**src/rtl/spi_slave_rx.sv**
```systemverilog
// SPI mode-0 slave receiver: oversamples SCK/MOSI/CS in the i_clk domain, deserialises
// MSB-first frames and queues them in a show-ahead FIFO read by the core.
`timescale 1ns/1ps
module spi_slave_rx #(
  parameter int DATA_W     = 32,
  parameter int FIFO_DEPTH = 4,
  parameter int ADDR_W     = 2
) (
  input  logic              i_clk,
  input  logic              i_rst_n,
  input  logic              i_spi_clk,
  input  logic              i_spi_mosi,
  input  logic              i_spi_cs,
  input  logic              i_rd,
  output logic [DATA_W-1:0] o_data,
  output logic              o_empty,
  output logic              o_full,
  output logic [ADDR_W:0]   o_count,
  output logic              o_ovf,
  input  logic              i_ovf_clr,
  output logic              o_frame_err,
  output logic              o_busy
);
  localparam int CNT_W = $clog2(DATA_W);

  typedef enum logic [1:0] {S_IDLE, S_SHIFT, S_PUSH} state_t;

  state_t              r_state, w_state_next;
  logic [2:0]          r_sck_sync, r_cs_sync;
  logic [1:0]          r_mosi_sync;
  logic [DATA_W-1:0]   r_shreg, w_shreg_next;
  logic [CNT_W-1:0]    r_bit_cnt, w_bit_cnt_next;
  logic                r_frame_err, w_frame_err_next;
  logic                w_push_req, w_push, w_pop, w_drop, w_full;
  logic                w_sck_rise, w_cs_rise, w_cs_s, w_mosi_s;
  logic [DATA_W-1:0]   r_mem [FIFO_DEPTH];
  logic [ADDR_W-1:0]   r_wr_ptr, r_rd_ptr;
  logic [ADDR_W:0]     r_count;
  logic                r_ovf;

  // CS synchroniser resets to deasserted so no spurious frame start follows reset.
  always_ff @(posedge i_clk or negedge i_rst_n) begin
    if (!i_rst_n) begin
      r_sck_sync  <= '0;
      r_cs_sync   <= '1;
      r_mosi_sync <= '0;
    end else begin
      r_sck_sync  <= {r_sck_sync[1:0], i_spi_clk};
      r_cs_sync   <= {r_cs_sync[1:0], i_spi_cs};
      r_mosi_sync <= {r_mosi_sync[0], i_spi_mosi};
    end
  end

  assign w_sck_rise = r_sck_sync[1] & ~r_sck_sync[2];
  assign w_cs_rise  = r_cs_sync[1] & ~r_cs_sync[2];
  assign w_cs_s     = r_cs_sync[1];
  assign w_mosi_s   = r_mosi_sync[1];

  always_ff @(posedge i_clk or negedge i_rst_n) begin
    if (!i_rst_n) begin
      r_state     <= S_IDLE;
      r_shreg     <= '0;
      r_bit_cnt   <= '0;
      r_frame_err <= 1'b0;
    end else begin
      r_state     <= w_state_next;
      r_shreg     <= w_shreg_next;
      r_bit_cnt   <= w_bit_cnt_next;
      r_frame_err <= w_frame_err_next;
    end
  end

  always_comb begin
    w_state_next     = r_state;
    w_shreg_next     = r_shreg;
    w_bit_cnt_next   = r_bit_cnt;
    w_frame_err_next = 1'b0;
    w_push_req       = 1'b0;
    case (r_state)
      S_IDLE: begin
        if (!w_cs_s) begin
          w_state_next   = S_SHIFT;
          w_bit_cnt_next = '0;
        end
      end
      S_SHIFT: begin
        if (w_cs_rise) begin
          w_state_next     = S_IDLE;
          w_bit_cnt_next   = '0;
          w_frame_err_next = (r_bit_cnt != '0);
        end else if (w_sck_rise) begin
          w_shreg_next = {r_shreg[DATA_W-2:0], w_mosi_s};
          if (r_bit_cnt == CNT_W'(DATA_W-1)) begin
            w_state_next   = S_PUSH;
            w_bit_cnt_next = '0;
          end else begin
            w_bit_cnt_next = r_bit_cnt + 1'b1;
          end
        end
      end
      S_PUSH: begin
        w_push_req     = 1'b1;
        w_bit_cnt_next = '0;
        w_state_next   = w_cs_s ? S_IDLE : S_SHIFT;
      end
      default: w_state_next = S_IDLE;
    endcase
  end

  // A push into a full FIFO is still accepted when a pop frees a slot in the same cycle.
  assign w_full = (r_count == (ADDR_W+1)'(FIFO_DEPTH));
  assign w_pop  = i_rd & (r_count != '0);
  assign w_push = w_push_req & (~w_full | w_pop);
  assign w_drop = w_push_req & ~w_push;

  always_ff @(posedge i_clk) begin
    if (w_push) r_mem[r_wr_ptr] <= r_shreg;
  end

  always_ff @(posedge i_clk or negedge i_rst_n) begin
    if (!i_rst_n) begin
      r_wr_ptr <= '0;
      r_rd_ptr <= '0;
      r_count  <= '0;
      r_ovf    <= 1'b0;
    end else begin
      if (w_push) r_wr_ptr <= r_wr_ptr + 1'b1;
      if (w_pop)  r_rd_ptr <= r_rd_ptr + 1'b1;
      if (w_push && !w_pop)      r_count <= r_count + 1'b1;
      else if (!w_push && w_pop) r_count <= r_count - 1'b1;
      if (w_drop)         r_ovf <= 1'b1;
      else if (i_ovf_clr) r_ovf <= 1'b0;
    end
  end

  assign o_empty     = (r_count == '0);
  assign o_full      = w_full;
  assign o_count     = r_count;
  assign o_data      = o_empty ? '0 : r_mem[r_rd_ptr];
  assign o_ovf       = r_ovf;
  assign o_frame_err = r_frame_err;
  assign o_busy      = (r_state == S_SHIFT) || (r_state == S_PUSH);
endmodule

```
**config.mk**
```make
export PLATFORM = sky130hd
export DESIGN_NAME = spi_slave_rx
export DESIGN_NICKNAME = d
export VERILOG_FILES = /design/src/rtl/spi_slave_rx.sv
export SDC_FILE = /design/constraint.sdc
export NUM_CORES = 1
export LEC_CHECK = 0
export CAP_MARGIN = 40
export CORE_MARGIN = 2
export CORE_UTILIZATION = 50
export DETAILED_ROUTE_END_ITERATION = 8
export GPL_ROUTABILITY_DRIVEN = 1
export PLACE_DENSITY = 0.67
export SYNTH_ARGS = -nofsm -noshare
export SYNTH_HDL_FRONTEND = slang
export SYNTH_SLANG_ARGS = --single-unit
```
**constraint.sdc**
```tcl
create_clock -name i_clk -period 2.8 [get_ports i_clk]
set_input_delay 0.56 -clock i_clk [delete_from_list [all_inputs] [get_ports i_clk]]
set_output_delay 0.56 -clock i_clk [all_outputs]
set_load 0.005 [all_outputs]
```
# After elaboration in Yosys (flattened, before gate mapping)
# Memories as Yosys holds them, arrays and structs flattened.
# Index checks and enable logic that the tools add are counted.
# word_totals
ff_bits,56
ram_bits,128
inputBits,7
output_inout_bits,40
elab_cells,71
n_memories,1
# classes
n_addsub,5
eq_ne,7
mux,21
bitwise_logic,11
reduce_logical,15
# mem_list
memory,depth,width,read_ports,rd_ports_with_merged_regs,write_ports,line_no,text
r_mem,4,32,1,0,1,36,logic [DATA_W-1:0] r_mem [FIFO_DEPTH];
# ops
cell,n
$mux W32,1
$mux W5,4
$pmux W5 S3,1
$reduce_and A3 Y1,3
$mux W1,8
$mux W2,4
$mux W3,2
$ne A3 B3 Y1 const B,2
$pmux W2 S3,1
$reduce_bool A3 Y1,2
$add A5 B1 Y5 const B,1
$and A1 B1 Y1,5
$eq A5 B5 Y1 const B,1
$not A1 Y1,5
$reduce_bool A5 Y1,1
$add A2 B1 Y2 const B,2
$reduce_bool A2 Y1,2
$add A3 B1 Y3 const B,1
$eq A3 B3 Y1 const B,1
$logic_not A3 Y1,1
$sub A3 B1 Y3 const B,1
$eq A2 B1 Y1 const B,1
$eq A2 B2 Y1 const B,1
$logic_and A1 B1 Y1,2
5 further kinds,6

# Depth between registers and ports, before layout
# logic_depth
ltp_word,8
mapped_depth,10
mapped_depth_nobuf,9

# Worst setup path after synthesis
# No wires, ideal clock.
# synth_path
path_type,reg2reg
from,"register r_count[2], in the netlist o_count[2]"
to,memory r_mem[0][0] (enable)
setup_ns,0.392
arrival_time_ns,1.817
t_required_ns,2.408
slack_ns,0.591
stages_incl_launch_ff,6
path_buffers,1
period_less_slack_ns,2.209
path_cell_list,dfrtp_1 nor3b_2 and2b_1 nor2b_1 buf_6 and2_1
# synth_between
elab_chain_cells,6
elab_cells_between_ends,8
cone_classes,eq/ne (1); mux (2); bitwise (4); reduce/logical (1)
# synth_rtl
element,line_no,text
"start, declared",38,logic [ADDR_W:0] r_count;
"start signal, assigned",129,if (w_push && !w_pop) r_count <= r_count + 1'b1;
"start signal, assigned",130,else if (!w_push && w_pop) r_count <= r_count - 1'b1;
$eq A3 B3 Y1,111,assign w_full = (r_count == (ADDR_W+1)'(FIFO_DEPTH));
net o_full,17,"output logic o_full,"
$not A1 Y1,113,assign w_push = w_push_req & (~w_full | w_pop);
$or A1 B1 Y1,113,
$and A1 B1 Y1,113,
net w_push,34,"logic w_push_req, w_push, w_pop, w_drop, w_full;"
$mux W1,117,if (w_push) r_mem[r_wr_ptr] <= r_shreg;
$mux W1 (implied by the code),117,
"end, declared",36,
# The timed path passes the listed nets, and every way through them passes these cells.

# Worst setup path in the final report
# layout_path
from,register r_rd_ptr[0]
to,output port o_data[4]
# layout_between
elab_chain_cells,2
# layout_rtl
element,line_no,text
"start, declared",37,"logic [ADDR_W-1:0] r_wr_ptr, r_rd_ptr;"
"start signal, assigned",128,if (w_pop) r_rd_ptr <= r_rd_ptr + 1'b1;
$mem_v2 Z4 W32,-,
$mux W32,139,assign o_data = o_empty ? '0 : r_mem[r_rd_ptr];
"end, declared",15,"output logic [DATA_W-1:0] o_data,"
# Every way passes these cells.

==> reports/qor_table.md <==
| Parameter | This run |
|---|---|
| Cell area after technology mapping | 7230 µm² |
| Leakage Power | 3.41 nW |
| Peak ir drop on the vdd network | 0.379 mV |
| Worst setup timing slack at the placement stage | 0.284 ns |
| Ys async rst share | 30.4% |
| Mux contribution to synthesized area | 15.3% |
| Min setup slack post-route | 0.0479 ns |
| Sequential share of power | 44.8% |
| Sequential element share of the synthesized area | 72.6% |
| Class of the most critical setup path | reg -> out |
| Count of filler cells inserted in the layout | 1037 |
| Avg WL per Cell | 18.7 µm |
| Wire length of the first global-routing pass | 19300 µm |
| Worst path arrival time | 2.19 ns |
| Total routing resource utilization after global routing | 16.8% |
| Wire length after detailed routing | 12000 µm |
| Cells taking the most area after synthesis | edfxtp_1 53%, dfrtp_1 18%, mux4_2 10% |
| Source-to-sink clock delay at the later pin of the worst-skew pair | 0.43 ns |
| Number of port buffers | 46 |
| Critical path data required time | 2.24 ns |
| Run status | complete, no violations |
| Reported max-cap violation count | 0 |
| Fraction of the core area covered by cells at the end of the flow | 62.7% |
| Xor/xnor cell area share of the yosys netlist | 0.726% |
| Setup violations, final | 0 |
| Buffers and inverters on the worst path | 2 |
| Crit path capture type | primary output |
| Post-Syn Instances | 373 |
| Relative contribution of combinational cells to total power | 22.4% |
| Internal | 5.41 mW |
| Die Footprint | 15400 µm² |
| Family with the most delay on the worst path | buffers and inverters |
| Fraction of the mapped netlist area in adder cells | 2.35% |
| Horizontal extent of the die | 124 µm |
| Area fraction in and, or, nand and nor cells after synthesis | 5.45% |
| Switching share of power | 24.8% |
| Net count after synthesis | 393 |
| Fraction of power consumed by the clock network | 32.8% |
| Peak clock frequency supported by timing | 363 MHz |
| Clock-pin slew on the worst setup and hold paths | 0.06 ns |
| Number of standard cells in the final layout excluding fillers | 644 |
| Number of enable flip-flop cells after synthesis | 128 |
| Overflow left after global routing | 0 |
| I/O pin count | 47 |
| Final HPWL from detailed placement | 6680 µm |
| Drc violations | 0 |
| Max clock buf depth | 2 |
| Initial cell density of the core | 51.7% |
| Count of distinct cell types in the synthesized netlist | 35 |
| TritonCTS Buffers | 17 |
| Die H | 124 µm |
| Crit-path max FO | 8 |
| Cell taking the most area after synthesis | edfxtp_1 |
| CTS root buffer | clkbuf_16 |
| Area fraction in compound gates after synthesis | 1.54% |
| Worst Max-Slew Pin Slew | 0.460 ns |
| Share of the clock period used by the worst path | 98.3% |
| Worst hold-check path type | reg -> reg |
| Pwr per Cell Area | 821 nW/µm² |
| Detailed Routing Iterations Pass 1 | 4 |
| Fraction of synthesized cell area taken by the top area cell type | 53.1% |
| H-tree Lvls | 4 |
| DP Cell Count | 599 |
| Number of cell rows | 43 |
| Number of vias in the routed layout | 3397 |
| Starting DRC count in detailed routing | 215 |
| Number of nets in the layout | 471 |
| Flip-flop and latch count after synthesis | 184 |
| Cell area after placement | 8020 µm² |
| Max Slew Vio Count | 0 |
| Net load switching power | 1.78 mW |
| Worst setup skew after layout | 0.00614 ns |
| Gpl congestion | 0.739 |
| Pin count of the biggest net entering global routing | 33 |
| Sink Count | 184 |
| Top_reg_cell synth | edfxtp_1 |
| Main combinational cell family by area after synthesis | multiplexers |
| Syn avg cell area | 19.4 µm² |
| Clock tree from TritonCTS | yes |
| Min cycle time layout | 2.75 ns |
| Count of synthesis-stage warnings from yosys | 0 |
| Number of diodes added for antenna fixing | 0 |
| Via/cell ratio | 5.27 |
| Count of endpoints failing hold in the final timing report | 0 |
| Post-route ant nets | 0 |
| Startpoint Class | register |
| Top-count cell post-synth | edfxtp_1 |
| Std-Cell Core Area | 14000 µm² |
| Cell with the largest stage delay on the worst path | mux4_2 |
| Initial antenna violation count | 0 |
| Worst path max stage delay | 0.49 ns |
| Crit-path cells | bufbuf_16 -> mux4_2 -> nor2b_1 -> clkdlybuf4s50_1 |
| Area overhead of the layout relative to synthesis | 21.2% |
| Number of global-route vias before repair | 3524 |
| Headroom to the max-slew limit | 69.3% |
| Most numerous cell types in the synthesized netlist | 128 x edfxtp_1, 53 x dfrtp_1, 33 x nor2b_1 |
| Proportion of layout cells with a drive suffix above 1 | 28.0% |
| Unrepaired setup endpoints after global routing | true |
| Cell area after layout | 8760 µm² |
==> cell type report <==
class                           count  area, µm²  share of cell area [%]
Inverter                            8       30.0                   0.343
Timing Repair Buffer               74        830                    9.46
Clock buffer                       18        429                    4.90
Sequential cell                   184       5250                    59.9
Tap cell                          180        225                    2.57
Clock inverter                     14        158                    1.80
Multi-Input combinational cell    166       1840                    21.0
==> stage by stage <==
stage | setup TNS, ns | hold slack (ns) | power, mW
5_1_grt | -0.245 | 0.361 | 7.52
3_5_place_dp | 0 | 0.335 | 4.75
4_1_cts | 0 | 0.350 | 7.21
2_1_floorplan | 0 | 0.264 | 4.08
6_report | 0 | 0.348 | 7.19
3_3_place_gp | 0 | 0.335 | 4.73
==> layer usage <==
| metal | vias to the layer above | routed length, µm | part of all wire (%) | GRT usage [%] |
|---|---|---|---|---|
| met4 | 0 | 208 | 1.7 | 7.73 |
| met2 | 67 | 5900 | 49 | 26.6 |
| met1 | 1730 | 5470 | 46 | 22.4 |
| met3 | 18 | 437 | 3.6 | 3.61 |
| li1 | 1582 | - | - | - |
| met5 | - | 0 | 0 | 0 |
==> path summary, 6_finish.rpt <==
path	slack [ns]	from	cells past startpoint	to
setup reg to reg	0.50	o_count[1]	9	o_count[2]
min in group asynchronous	0.54	i_rst_n	2	r_shreg[26]
hold reg to reg	0.35	r_mosi_sync[0]	0	r_mosi_sync[1]
hold / removal	0.35	r_mosi_sync[0]	0	r_mosi_sync[1]
max in group asynchronous	1.58	i_rst_n	3	r_cs_sync[2]
setup / recovery	0.05	r_rd_ptr[0]	4	o_data[4]
==> state kept, by name, indices dropped and copies added, names as in the netlist <==
name	cells
r_bit_cnt	5
r_sck_sync	3
r_cs_sync	3
o_count	3
r_mem	128
r_mosi_sync	2
r_shreg	32
r_wr_ptr	2
o_frame_err	1
r_rd_ptr	2
r_state	2
o_ovf	1
==> layout by cell type, fill, tap and decap left out, types with 5 or more instances in the layout <==
master,netlist,layout
dfrtp_1,53,51
clkdlybuf4s50_1,0,29
nor2_1,8,8
clkbuf_16,0,17
and2_1,5,5
dlymetal6s2s_1,0,13
buf_12,0,8
nor2b_1,33,33
clkinvlp_4,0,6
mux2_2,32,32
edfxtp_1,128,128
nand2_1,5,5
o21ai_0,7,7
inv_1,8,8
ha_1,12,12
mux4_2,32,32
buf_4,0,16
==> cells by family (layout without fill, tap and decap cells) <==
kind of cell	count (synthesis)	count (layout)
compound gates	16	16
flops	184	184
fa+ha+maj	13	13
buf+inv	23	114
xor+xnor	6	6
simple gates	65	65
mux	66	66
==> power by group through the flow <==
| stage | logic [mW] | registers [mW] | clock network [mW] |
|---|---|---|---|
| 2_1_floorplan | 0.872 | 3.20 | 0 |
| 3_3_place_gp | 1.44 | 3.28 | 0 |
| 3_5_place_dp | 1.46 | 3.29 | 0 |
| 4_1_cts | 1.59 | 3.22 | 2.40 |
| 5_1_grt | 1.75 | 3.25 | 2.52 |
| 6_report | 1.61 | 3.22 | 2.36 |
==> repair_timing <==
item | in CTS | in global routing
gates cloned | 1 | 0
hold buffers | 1 | 0
resized for setup | 5 | 14
hold endpoints to repair | 10 | 0
buffers inserted | 3 | 8
endpoints found under the setup margin | 24 | 28
Note: power is estimated with default switching activity, not from simulation.
